--- config.mk ---
export PLATFORM = sky130hd
export DESIGN_NAME = rle_enc_p
export DESIGN_NICKNAME = d
export VERILOG_FILES = /design/src/rtl/rle_enc_p.sv
export SDC_FILE = /design/constraint.sdc
export NUM_CORES = 1
export LEC_CHECK = 0
export BUFFER_PORTS_ARGS = -buffer_cell sky130_fd_sc_hd__buf_2
export CAP_MARGIN = 10
export CELL_PAD_IN_SITES_DETAIL_PLACEMENT = 0
export CELL_PAD_IN_SITES_GLOBAL_PLACEMENT = 2
export CORE_UTILIZATION = 31
export CTS_CLUSTER_DIAMETER = 200
export DETAILED_ROUTE_END_ITERATION = 12
export MAX_ROUTING_LAYER = met4
export PLACE_DENSITY_LB_ADDON = 0.1
export SLEW_MARGIN = 20
export SYNTH_ARGS = -nofsm -noshare
export SYNTH_HDL_FRONTEND = slang
export SYNTH_SLANG_ARGS = --single-unit
--- constraint.sdc ---
create_clock -name clk -period 2 [get_ports clk]
set_input_delay 0.1 -clock clk [delete_from_list [all_inputs] [get_ports clk]]
set_output_delay 0.1 -clock clk [all_outputs]
set_load 0.05 [all_outputs]
--- src/rtl/rle_enc_p.sv ---
// rtl/rle_enc_p.sv - bit-serial run-length encoder between an input FIFO and an output FIFO
module rle_enc_p #(
    parameter int IN_W      = 8,
    parameter int CNT_W     = 23,
    parameter bit LSB_FIRST = 1'b1
) (
    input  logic             clk,
    input  logic             rst,
    input  logic             recv_ready,
    input  logic             send_ready,
    input  logic [IN_W-1:0]  in_data,
    input  logic             end_of_stream,
    output logic             rd_req,
    output logic             wr_req,
    output logic [CNT_W:0]   out_data,
    output logic             done
);

    localparam int BW = $clog2(IN_W + 1);
    localparam logic [CNT_W-1:0] CNT_MAX   = {CNT_W{1'b1}};
    localparam logic [BW-1:0]    BITS_FULL = BW'(IN_W);

    typedef enum logic [2:0] {
        IDLE = 3'd0,
        REQ  = 3'd1,
        LOAD = 3'd2,
        SCAN = 3'd3,
        HOLD = 3'd4,
        PUSH = 3'd5,
        DONE = 3'd6
    } state_t;

    state_t            state, state_n;
    logic [IN_W-1:0]   shift_buf, shift_buf_n;
    logic [BW-1:0]     bits_left, bits_left_n;
    logic              value, value_n;
    logic [CNT_W-1:0]  count, count_n;
    logic              flushing, flushing_n;
    logic              scan_bit;

    always_ff @(posedge clk or negedge rst) begin
        if (!rst) begin
            state     <= IDLE;
            shift_buf <= '0;
            bits_left <= '0;
            value     <= 1'b0;
            count     <= '0;
            flushing  <= 1'b0;
        end else begin
            state     <= state_n;
            shift_buf <= shift_buf_n;
            bits_left <= bits_left_n;
            value     <= value_n;
            count     <= count_n;
            flushing  <= flushing_n;
        end
    end

    always_comb begin
        state_n     = state;
        shift_buf_n = shift_buf;
        bits_left_n = bits_left;
        value_n     = value;
        count_n     = count;
        flushing_n  = flushing;
        scan_bit    = LSB_FIRST ? shift_buf[0] : shift_buf[IN_W-1];

        case (state)
            IDLE: begin
                if (recv_ready) begin
                    state_n = REQ;
                end else if (end_of_stream) begin
                    if (count != '0) begin
                        flushing_n = 1'b1;
                        state_n    = HOLD;
                    end else begin
                        state_n = DONE;
                    end
                end
            end
            REQ: state_n = LOAD;
            LOAD: begin
                shift_buf_n = in_data;
                bits_left_n = BITS_FULL;
                state_n     = SCAN;
            end
            SCAN: begin
                // A saturated run is closed without consuming the bit, so it reopens the next run.
                if ((count == '0) || ((scan_bit == value) && (count != CNT_MAX))) begin
                    if (count == '0) begin
                        value_n = scan_bit;
                        count_n = CNT_W'(1);
                    end else begin
                        count_n = count + CNT_W'(1);
                    end
                    shift_buf_n = LSB_FIRST ? (shift_buf >> 1) : (shift_buf << 1);
                    bits_left_n = bits_left - BW'(1);
                    state_n     = (bits_left == BW'(1)) ? IDLE : SCAN;
                end else begin
                    state_n = HOLD;
                end
            end
            HOLD: begin
                if (send_ready) begin
                    state_n = PUSH;
                end
            end
            PUSH: begin
                count_n = '0;
                if (flushing) begin
                    state_n = DONE;
                end else if (bits_left != '0) begin
                    state_n = SCAN;
                end else begin
                    state_n = IDLE;
                end
            end
            DONE: begin
                flushing_n = 1'b0;
                state_n    = IDLE;
            end
            default: state_n = IDLE;
        endcase
    end

    assign rd_req   = (state == REQ);
    assign wr_req   = (state == PUSH);
    assign done     = (state == DONE);
    assign out_data = {value, count};

endmodule

# Word level (Yosys, flattened, before mapping)
# Cells that the tools add are included.
[op_classes]
addsub = 2
n_mux = 20
n_reduce_logical = 14
n_eq_ne = 15
[op_table]
columns = ["operator", "n"]
rows = [
  ["23-bit 2-to-1 mux", 2],
  ["23-bit case mux with 2 select lines", 1],
  ["23-bit by 1-bit adder with 23-bit output, second input constant", 1],
  ["23-bit logical NOT", 1],
  ["23-bit inequality test, second input constant", 1],
  ["23-bit nonzero test", 1],
  ["3-bit case mux with 6 select lines", 1],
  ["8-bit case mux with 2 select lines", 1],
  ["3-bit 2-to-1 mux", 5],
  ["2-bit inequality test, second input constant", 5],
  ["3-bit equality test, second input constant", 3],
  ["8-bit 2-to-1 mux", 1],
  ["4-bit case mux with 2 select lines", 1],
  ["3-bit by 2-bit equality test with 1-bit output, second input constant", 2],
  ["2-bit 2-to-1 mux", 3],
  ["2-bit AND reduction", 3],
  ["2-bit nonzero test", 3],
  ["4-bit by 1-bit equality test with 1-bit output, second input constant", 1],
  ["4-bit 2-to-1 mux", 1],
  ["4-bit AND reduction", 1],
  ["4-bit nonzero test", 1],
  ["4-bit by 1-bit subtractor with 4-bit output, second input constant", 1],
  ["3-bit by 1-bit equality test with 1-bit output, second input constant", 1],
  ["3-bit logical NOT", 1],
  ["7 further kinds", 9],
]
[totals]
reg_bits = 40
wordCells = 57
in_bits = 13

# Depth between registers and ports, before layout
# Gate-level depths: netlist of run 1.
[depth]
depth_word = 5
ltp_mapped = 9
mapped_depth_nobuf = 7

# Least setup slack after synthesis of run 1
# No wires, ideal clock.
[synth_timing]
path_type = "flip-flop to flip-flop"
startpoint = "reg count[0]"
endpoint = "reg count[18]"
required_time_ns = 1.876
slack_ns = -0.464
synth_period_minus_slack_ns = 2.464
setup_ns = 0.124
t_arrival_ns = 2.340
path_stages_with_launch = 10
cell_sequence = "dfrtp_1 > ha_1 > nand3_2 > or3_1 > buf_6 > o21ai_2 > buf_4 > buf_4 > nor4_1 > o21bai_1"
[synth_via]
elab_chain_len = 5
word_cells_on_any_way = 10
[synth_lines]
columns = ["element", "line", "text"]
rows = [
  ["from (decl)", "37", "logic [CNT_W-1:0] count, count_n;"],
  ["from (signal assigned)", "54", "count <= count_n;"],
  ["parallel branches: the longest is 5 deep, another holds 23-bit by 1-bit adder with 23-bit output", "--", ""],
]
# Parallel ways; which one is timed is not known. The select of a mux whose other input is x is not followed.
# A chain may end at the register's enable or synchronous reset.

# Worst setup path in the final report of run 1
[layout_timing]
startpoint = "reg count[0]"
endpoint = "reg shift_buf[1]"
[layout_via]
elab_chain_len = 5
word_cells_on_any_way = 6
[layout_lines]
columns = ["element", "line", "text"]
rows = [
  ["23-bit inequality test", "89", "if ((count == '0) || ((scan_bit == value) && (count != CNT_MAX))) begin"],
  ["1-bit logical AND", "89", ""],
  ["1-bit logical OR (*)", "89", ""],
  ["2-bit inequality test (no line) (*)", "--", ""],
  ["2-bit AND reduction (no line) (*)", "--", ""],
  ["to (signal assigned)", "51", "shift_buf <= shift_buf_n;"],
  ["to (decl)", "34", "logic [IN_W-1:0] shift_buf, shift_buf_n;"],
]
# Every way passes the cells marked *; elsewhere a longest branch is shown, timed or not.

==> metrics.md, run 1 <==
| Metric | Value |
|---|---|
| Status | finished with violations |
| Failing checks | negative setup slack |
| DRT iter0 DRCs | slightly below 90 |
| Die Ht | 90.7 µm |
| Count of final hold-check violations | 0 |
| WL/cell | 15.4 µm |
| Slowest CP cell | dfrtp_2 |
| Global placer's final weighted congestion | between 0.7 and 0.8 |
| Synth top cells by count | 42 x nand2_1, 40 x dfrtp_1, 13 x nand3_1, 13 x nor2_1 |
| Period utilization | 105% |
| DRC viols | 0 |
| Register area | 1020 µm² |
| First-pass GRT wire length | 11.9 mm |
| Most common cell in the netlist | nand2_1 |
| Initial antenna violation count | 0 |
| Post-synth ARST share | 100% |
| CP Cell Sequence | inv_2 > ha_4 > nor4b_4 > nand4_1 > or2_4 > a31oi_4 > buf_12 > mux2_4 |
| Final HPWL from detailed placement | 5.49 mm |
| Root Buffer | clkbuf_8 |
| Final wirelength | 7.33 mm |
| CTS Buffer Depth | 2 |
| Top_reg_cell synth | dfrtp_1 |
| Clock slew at reported path FFs | 0.08 ns |
| # IOs | 40 |
| Num CTS Buffers | 5 |
| Worst path arrival time | between 2 and 2.5 ns |
| Final Util | 49.5% |
| Number of synthesis warnings | 0 |
| Slowest stage delay, CP | 0.44 ns |
| Power per cell area | 1120 nW/µm² |
| Post-synth EDFFs | 0 |
| P_leak | 0.00171 µW |
| Worst Tran Pin Value | 0.563 ns |
| Relative slew slack | a little over three fifths |
| Max FO, Critical Path | 8 |
| Crit path kind | reg2reg |
| Cell taking the most area after synthesis | dfrtp_1 |
| Final Skew | 0.00552 ns |
| Die area | between 8000 and 9000 µm² |
| Syn Area/Cell | 9.13 µm² |
| Share of post-route cells with drive strength above 1 | 48.1% |
| Final WS setup | -0.0965 ns |
| Via count | 2417 |
| Highest Clock Rate | around 480 MHz |
| Largest net degree at the start of global routing | 25 |
| CP endpoint kind | flop |
| Top cells by area, synth | dfrtp_1 41%, nand2_1 6.5%, mux2_2 3.7% |
| Routed vias/inst | 5.07 |
| Initial Util | 32.9% |
| Final nets | 394 |
| Hold depth | 3 |
| Final Setup Violations | 19 |
| Net count after synthesis | 284 |
| Syn Std Cell Area | 2440 µm² |
| Core box area | about 7400 µm² |
| Row count | 31 |
| Fill cell count | 729 |
| Diode count | 0 |
| Power Total | ~4100 µW |
| Max VDD drop | 0.581 mV |
| Yosys reg bits | 40 |
| Area occupied by multi-input gates | 1530 µm² |
| H-tree depth | 2 |
| Port Buffers | 39 |
| Synth unique cells | 52 |
| GRT Resource Usage Total | 18.7% |
| Synth Instances | 267 |
| Vias in the first global route | 2384 |
| TritonCTS clock tree | done |
| RSZ-0062 raised after global routing | true |
| R2R cell count | 8 |
| Sequential area share after synthesis | 41.1% |
| Clock sinks | 40 |
| Min cycle time layout | about 2.1 ns |
| Worst skew pair latency | 0.29 ns |
| Total of max-cap violations | 0 |
| Area Overhead vs Synth | 50.4% |
| Drt pass-1 iters | 4 |
| Startpoint types | flop |
| DIE WIDTH | 90.7 µm |
| Slew Viols, Final | 0 |
| ANT nets after route | 0 |
| Critical Path RT | 2.18 ns |
| Gr ovfl total | 0 |
| Share of the synthesized area in the top cell type | 41.1% |
| Hold Crit Class | in2reg |
## cell usage in the layout, fill, tap and decap left out, types with 5 or more instances in the layout
| cell type | count |
|---|---|
| buf_4 | 68 |
| nand2_1 | 42 |
| buf_2 | 39 |
| dfrtp_1 | 24 |
| dfrtp_2 | 16 |
| nor2_1 | 12 |
| nand3_1 | 12 |
| nor4_1 | 9 |
| o211ai_1 | 8 |
| mux2_4 | 8 |
| buf_6 | 7 |
| o31ai_1 | 6 |
| inv_1 | 5 |
| nor3_1 | 5 |
| nand4_1 | 5 |
| o21ai_0 | 5 |
| a21oi_1 | 5 |
| a21oi_2 | 5 |
| or4_1 | 5 |
| clkbuf_8 | 5 |
## cells by family after synthesis
logic type / Yosys count / synth area share, %
fa+ha+maj: 4 / 2.05
flops: 40 / 41.1
mux: 12 / 5.34
simple gates: 127 / 28.0
compound gates: 57 / 17.4
xor+xnor: 5 / 1.80
buf+inv: 22 / 4.36
## critical path, delay by kind of cell, from the launching register on
kind                       cells  cell delay [ns]
muxes                          1             0.30
AOI/OAI and AO/OA              1             0.16
adders and majority gates      1             0.12
buffers and inverters          2             0.24
DFF                            1             0.44
and+or+nand+nor                3             0.71
## through the flow
stage                     std cells  setup TNS, ns  hold WS (ns)  area [µm²]  setup WS, ns
final                           477         -0.965        0.0405        3660       -0.0965
after global routing            477          -2.79        0.0461        3660        -0.159
after CTS                       472         -0.642        0.0381        3490       -0.0800
after detailed placement        461          -1.24         0.128        3260        -0.112
after global placement          461         -0.594         0.130        3260       -0.0739
after floorplan                 267          -3.18        -0.196        2490        -0.207
## report_power, final
group / switching (µW) / total [µW] / internal, µW
Clock: 290 / 661 / 371
Sequential: 163 / 1170 / 1010
Combinational: 1180 / 2280 / 1100
Total: 1630 / 4110 / 2480
## sequential cells by signal, indices dropped and copies added, names as in the netlist
register   cells
bits_left      4
state          3
shift_buf      8
value          1
flushing       1
count         23
## routing by layer
layer	GRT usage (%)	part of all wire, %
met3	2.78	2.8
met1	23.7	47
met4	3.76	0.52
met5	-	0
met2	31.5	49
## worst paths after layout
kind	from	to	slack [ns]
max	count[0]	shift_buf[1]	-0.1
min	in_data[7]	shift_buf[7]	0.04
max reg2reg	count[0]	shift_buf[1]	-0.1
min reg2reg	bits_left[3]	bits_left[3]	0.49
max in group asynchronous	rst	count[0]	1.11
min in group asynchronous	rst	count[16]	0.33
## layout make-up
| class | instances | share of cell area [%] |
|---|---|---|
| Sequential cell | 40 | 27.9 |
| Inverter | 7 | 0.717 |
| Clock buffer | 6 | 1.98 |
| Clock inverter | 2 | 0.956 |
| Timing Repair Buffer | 118 | 23.3 |
| Tap cell | 99 | 3.38 |
| Multi-Input combinational cell | 205 | 41.8 |
## what timing repair did
item	CTS	global route
endpoints found under the hold margin	22	0
hold buffers	1	0
pin swaps	8	17
gates resized for setup	21	29
buffers inserted	2	6
endpoints found under the setup margin	23	36
No activity file was read; power rests on OpenSTA's default activity.
==> run 2: changes to the inputs <==
CORE_UTILIZATION = 34   (was 31)
HOLD_SLACK_MARGIN = 0.15   (was default)
clock period = 2.3 ns   (was 2 ns; I/O delays follow)
==> metrics.md, run 2 (synthesis results as in run 1) <==
| Metric | Value |
|---|---|
| Switching fraction of total power | 41.8% (+2.1 points) |
| Global placer's final weighted congestion | 0.810 (+3.2%) |
| Final Skew | 0.0113 ns (+0.00579 ns) |
| Placed instance area | 2950 µm² (-9.6%) |
| Relative slew slack | 48.9% (-14 points) |
| Register area | 1010 µm² (-1.5%) |
| Final Setup Violations | 0 (-19) |
| Routed vias/inst | 5.21 (+2.7%) |
| Power Total | 3110 µW (-24%) |
| Share of post-route cells with drive strength above 1 | 32.2% (-16 points) |
| Register share of total power | 32.6% (+4.2 points) |
| RSZ-0062 raised after global routing | false |
| Min-delay src | in_data[5] |
| Core box area | 6870 µm² (-7.3%) |
| Sw power | 1300 µW (-20%) |
| Clock sinks | 40 (unchanged) |
| CTS Buffer Depth | 2 (unchanged) |
| First-pass GRT wire length | 11.6 mm (-2.1%) |
| Status | completed |
| Slowest stage delay, CP | 0.53 ns (+0.09 ns) |
| Die area | 7510 µm² (-8.6%) |
| GRT Resource Usage Total | 20.7% (+2.1 points) |
| Total of max-cap violations | 0 (unchanged) |
| Port Buffers | 39 (unchanged) |
| Worst skew pair latency | 0.30 ns (about the same) |
| Largest net degree at the start of global routing | 33 (+32%) |
| Logic pwr share | 48.4% (-7.1 points) |
| Final wirelength | 7.00 mm (-4.5%) |
| Critical R2R Launch | count[0] |
| Min cycle time layout | 2.14 ns (+0.0417 ns) |
| Via count | 2296 (-5.0%) |
| Power per cell area | 988 nW/µm² (-12%) |
| Num CTS Buffers | 5 (unchanged) |
| Slowest CP cell | or3_1 |
| Hold slack | 0.148 ns (+0.108 ns) |
| Clock slew at reported path FFs | 0.09 ns (about the same) |
| Crit path kind | reg2reg |
| Gr ovfl total | 0 (unchanged) |
| Worst Tran Pin Value | 0.767 ns (+0.204 ns) |
| Pint | 1810 µW (-27%) |
| TritonCTS clock tree | done |
| P_leak | 0.00149 µW (-13%) |
| Startpoint types | flop |
| Count of final hold-check violations | 0 (unchanged) |
| Diode count | 0 (unchanged) |
| R2R cell count | 6 (-2) |
| Row count | 30 (-3.2%) |
| DRC viols | 0 (unchanged) |
| Max FO, Critical Path | 8 (unchanged) |
| Highest Clock Rate | 468 MHz (-1.9%) |
| Min-Delay Endpoint | shift_buf[5] |
| DIE WIDTH | 86.7 µm (-4.4%) |
| Hold depth | 4 (+1) |
| Worst path arrival time | 2.33 ns (+0.06 ns) |
| Max VDD drop | 0.519 mV (-11%) |
| Critical Path RT | 2.49 ns (+0.31 ns) |
| Root Buffer | clkbuf_8 |
| Period utilization | 93.0% (-12 points) |
| Final HPWL from detailed placement | 5.19 mm (-5.4%) |
| Crit path buf inv count | 0 (-2) |
| CP Cell Sequence | ha_1 > nand3_2 > or3_1 > o21ai_4 > a31oi_4 > mux2_2 |
| Post-Layout Inst Area | 3150 µm² (-14%) |
| R2R setup slack | 0.16 ns (+0.26 ns) |
| Commonest cells after routing, fill and taps aside | 42 x nand2_1, 40 x buf_4, 39 x buf_2 |
| WL/cell | 15.9 µm (+3.3%) |
| Vias in the first global route | 2240 (-6.0%) |
| TNS Setup | 0 ns (+0.965 ns) |
| Area Overhead vs Synth | 29.4% |
| Hold Crit Class | in2reg |
| Critical Path Start | count[0] |
| Biggest registers after layout | count (23), shift_buf (8), bits_left (4) |
| Final nets | 361 (-8.4%) |
| Clock power share | 19.0% (+2.9 points) |
| Die Ht | 86.7 µm (-4.4%) |
| ANT nets after route | 0 (unchanged) |
| Initial antenna violation count | 0 (unchanged) |
| Initial Util | 35.5% (+2.6 points) |
| Critical R2R Capture | shift_buf[3] |
| DRT iter0 DRCs | 71 (-18%) |
| CP endpoint kind | flop |
| Area occupied by multi-input gates | 1330 µm² (-13%) |
| Largest register FFs | 23 (unchanged) |
| # IOs | 40 (unchanged) |
| Drt pass-1 iters | 4 (unchanged) |
| Crit path max-delay family | simple AND/OR/NAND/NOR gates |
| Most common cell after layout, fill and taps aside | nand2_1 |
| Fill cell count | 722 (-0.96%) |
| Slew Viols, Final | 0 (unchanged) |
| H-tree depth | 2 (unchanged) |
| Biggest register | count |
==> run 2: power groups by stage <==
stage / clock network [µW] / logic, µW / registers, µW
after floorplan: 0 / 963 / 1060
after global placement: 0 / 1460 / 1020
after detailed placement: 0 / 1460 / 1030
after CTS: 608 / 1470 / 1020
after global routing: 639 / 1660 / 1050
final: 591 / 1510 / 1020
==> run 2: through the flow <==
| stage | util [%] | setup slack [ns] | cells |
|---|---|---|---|
| after detailed placement | 42.9 | 0.124 | 423 |
| after global placement | 42.9 | 0.0781 | 423 |
| after CTS | 45.3 | 0.0885 | 436 |
| after floorplan | - | 0.0163 | 267 |
| after global routing | 45.9 | 0.000739 | 441 |
| final | 45.9 | 0.162 | 441 |
==> run 2: worst max-delay path by stage <==
stage,to,slack [ns],depth (start not counted)
final,shift_buf[3],0.16,6
after global routing,count[18],0.0007,9
after CTS,shift_buf[5],0.09,6
after detailed placement,shift_buf[5],0.12,6
after global placement,shift_buf[2],0.08,6
after floorplan,shift_buf[0],0.02,8
==> run 2: final cells by class <==
cell class                      instances  area share, %
Multi-Input combinational cell        205           42.3
Sequential cell                        40           31.9
Timing Repair Buffer                   85           17.7
Tap cell                               96           3.81
Clock buffer                            5           2.18
Clock inverter                          3           1.35
Inverter                                7          0.833
==> run 2: layer usage <==
| layer | vias up | track usage [%] | wire [µm] |
|---|---|---|---|
| li1 | 1137 | - | - |
| met1 | 1121 | 28.5 | 3550 |
| met2 | 33 | 32.6 | 3210 |
| met3 | 5 | 3.33 | 189 |
| met4 | 0 | 3.64 | 54 |
| met5 | - | - | 0 |
==> run 2: timing repair <==
action | 4_1_cts | 5_1_grt
gates resized for setup | 0 | 3
hold buffers | 5 | 0
endpoints found under the setup margin | 0 | 8
setup buffers | 0 | 5
endpoints found under the hold margin | 35 | 0
==> run 2: worst register-to-register path: cells and delay by family, from the launching register on <==
family / cells / cell delay, ns
mux: 1 / 0.31
flops: 1 / 0.41
compound gates: 2 / 0.48
simple gates: 2 / 0.62
fa+ha+maj: 1 / 0.22
==> run 3: changes to the inputs <==
RECOVER_POWER = 100   (was default)
==> metrics.md, run 3 (synthesis results as in run 1) <==
| Metric | Value |
|---|---|
| Status | completed |
| Hold Crit Class | in2reg |
| Logic pwr share | 47.8% (-0.6 points) |
| Area Overhead vs Synth | 26.7% |
| Vias in the first global route | 2240 (unchanged) |
| Port Buffers | 39 (unchanged) |
| Core box area | 6870 µm² (unchanged) |
| Relative slew slack | 42.9% (-6.0 points) |
| P_leak | 0.00136 µW (-8.6%) |
| Die Ht | 86.7 µm (unchanged) |
| H-tree depth | 2 (unchanged) |
| Clock sinks | 40 (unchanged) |
| Max FO, Critical Path | 7 (-1) |
| DIE WIDTH | 86.7 µm (unchanged) |
| Count of final hold-check violations | 0 (unchanged) |
| Final wirelength | 6.97 mm (-0.34%) |
| Highest Clock Rate | 464 MHz (-0.89%) |
| Die area | 7510 µm² (unchanged) |
| Clock slew at reported path FFs | 0.09 ns (about the same) |
| Power per cell area | 994 nW/µm² (+0.67%) |
| Biggest registers after layout | count (23), shift_buf (8), bits_left (4) |
| Fill cell count | 731 (+1.2%) |
| Biggest register | count |
| Critical Path RT | 2.52 ns (+0.03 ns) |
| Register share of total power | 33.1% (+0.5 points) |
| Clock power share | 19.2% (+0.2 points) |
| Total of max-cap violations | 0 (unchanged) |
| Startpoint types | flop |
| First-pass GRT wire length | 11.6 mm (unchanged) |
| ANT nets after route | 0 (unchanged) |
| Worst path arrival time | 2.38 ns (+0.05 ns) |
| CP Cell Sequence | ha_1 > nand3_1 > or3_1 > o21ai_2 > clkbuf_2 > or4_1 > a21oi_1 |
| Diode count | 0 (unchanged) |
| Root Buffer | clkbuf_8 |
| Drt pass-1 iters | 4 (unchanged) |
| TritonCTS clock tree | done |
| Slew Viols, Final | 0 (unchanged) |
| Crit path kind | reg2reg |
| Gr ovfl total | 0 (unchanged) |
| DRT iter0 DRCs | 74 (+4.2%) |
| Largest register FFs | 23 (unchanged) |
| Max VDD drop | 0.516 mV (-0.56%) |
| Final nets | 361 (unchanged) |
| Register area | 1010 µm² (unchanged) |
| Initial antenna violation count | 0 (unchanged) |
| Area occupied by multi-input gates | 1330 µm² (-0.38%) |
| Sw power | 1290 µW (-0.52%) |
| Period utilization | 93.8% (+0.84 points) |
| Global placer's final weighted congestion | 0.810 (unchanged) |
| Hold slack | 0.151 ns (+0.00242 ns) |
| Worst skew pair latency | 0.30 ns (about the same) |
| DRC viols | 0 (unchanged) |
| Crit path buf inv count | 1 (+1) |
| Slowest stage delay, CP | 0.49 ns (-0.04 ns) |
| Final Setup Violations | 0 (unchanged) |
| Final Util | 45.0% (-0.93 points) |
| TNS Setup | 0 ns (unchanged) |
| Min cycle time layout | 2.16 ns (+0.0193 ns) |
| Row count | 30 (unchanged) |
| Slowest CP cell | or4_1 |
| Most common cell after layout, fill and taps aside | nand2_1 |
| Switching fraction of total power | 42.1% (+0.36 points) |
| Worst Tran Pin Value | 0.857 ns (+0.0896 ns) |
| Crit path max-delay family | simple AND/OR/NAND/NOR gates |
| Pint | 1780 µW (-2.0%) |
| CTS Buffer Depth | 2 (unchanged) |
| Final HPWL from detailed placement | 5.19 mm (unchanged) |
| Largest net degree at the start of global routing | 33 (unchanged) |
| GRT Resource Usage Total | 20.7% (unchanged) |
| Final Skew | 0.0111 ns (-0.000205 ns) |
| # IOs | 40 (unchanged) |
| Routed vias/inst | 5.22 (+0.17%) |
| Share of post-route cells with drive strength above 1 | 22.9% (-9.3 points) |
| WL/cell | 15.8 µm (-0.34%) |
| Initial Util | 35.5% (unchanged) |
| Commonest cells after routing, fill and taps aside | 42 x nand2_1, 36 x dfrtp_1, 31 x clkbuf_1, 31 x buf_4, 14 x nand3_1 |
| CP endpoint kind | flop |
| Via count | 2300 (+0.17%) |
| Num CTS Buffers | 5 (unchanged) |
==> run 3: cell types whose count changed in the layout (fill, tap and decap cells not counted) <==
cell      delta
clkbuf_4     +1
clkbuf_1    +31
buf_2       -26
buf_4        -9
nand3_2      -1
nand3_1      +1
clkbuf_2     +3
==> run 3: routing by layer <==
| layer | share of wire (%) | global-route usage [%] | wire [µm] | vias up |
|---|---|---|---|---|
| li1 | - | - | - | 1136 |
| met1 | 50 | 28.5 | 3510 | 1117 |
| met2 | 46 | 32.6 | 3200 | 41 |
| met3 | 3.0 | 3.33 | 212 | 6 |
| met4 | 0.69 | 3.64 | 48 | 0 |
| met5 | 0 | - | 0 | - |
==> run 3: path summary, 6_finish.rpt <==
path | startpoint | end | slack [ns] | cells past startpoint
setup / recovery | count[0] | count[15] | 0.14 | 7
hold / removal | in_data[5] | shift_buf[5] | 0.15 | 4
min in group asynchronous | rst | count[14] | 0.45 | 2
hold reg to reg | bits_left[3] | bits_left[3] | 0.51 | 1
setup reg to reg | count[0] | count[15] | 0.14 | 7
max in group asynchronous | rst | count[18] | 0.94 | 3
==> run 3: final cells by class <==
cell class,instances,share of cell area [%]
Clock buffer,5,2.23
Tap cell,96,3.89
Clock inverter,3,1.38
Inverter,7,0.851
Multi-Input combinational cell,205,43.0
Sequential cell,40,32.6
Timing Repair Buffer,85,16.1
==> run 3: power groups by stage <==
| stage | clock network [µW] | logic, µW | registers [µW] |
|---|---|---|---|
| 2_1_floorplan | 0 | 963 | 1060 |
| 3_3_place_gp | 0 | 1460 | 1020 |
| 3_5_place_dp | 0 | 1460 | 1030 |
| 4_1_cts | 608 | 1470 | 1020 |
| 5_1_grt | 639 | 1620 | 1050 |
| 6_report | 589 | 1470 | 1020 |
==> run 3: tightest hold or removal path, cell delays in order <==
cell,delay (ns)
buf_2,0.08
nand2_1,0.04
nand2_1,0.06
mux2_2,0.13
==> run 3: per-stage QoR <==
step	setup slack [ns]	instance area, µm²	power, µW	std cells
floorplan	0.0163	2440	2020	267
global placement	0.0781	2950	2480	423
detailed placement	0.124	2950	2490	423
CTS	0.0885	3110	3090	436
global route	-0.000166	3090	3310	441
finish	0.143	3090	3070	441
==> run 3: repair_timing <==
| item | CTS | global route |
|---|---|---|
| setup endpoints to repair | 0 | 8 |
| gates resized for setup | 0 | 3 |
| endpoints found under the hold margin | 35 | 0 |
| setup buffers | 0 | 5 |
| hold buffers | 5 | 0 |
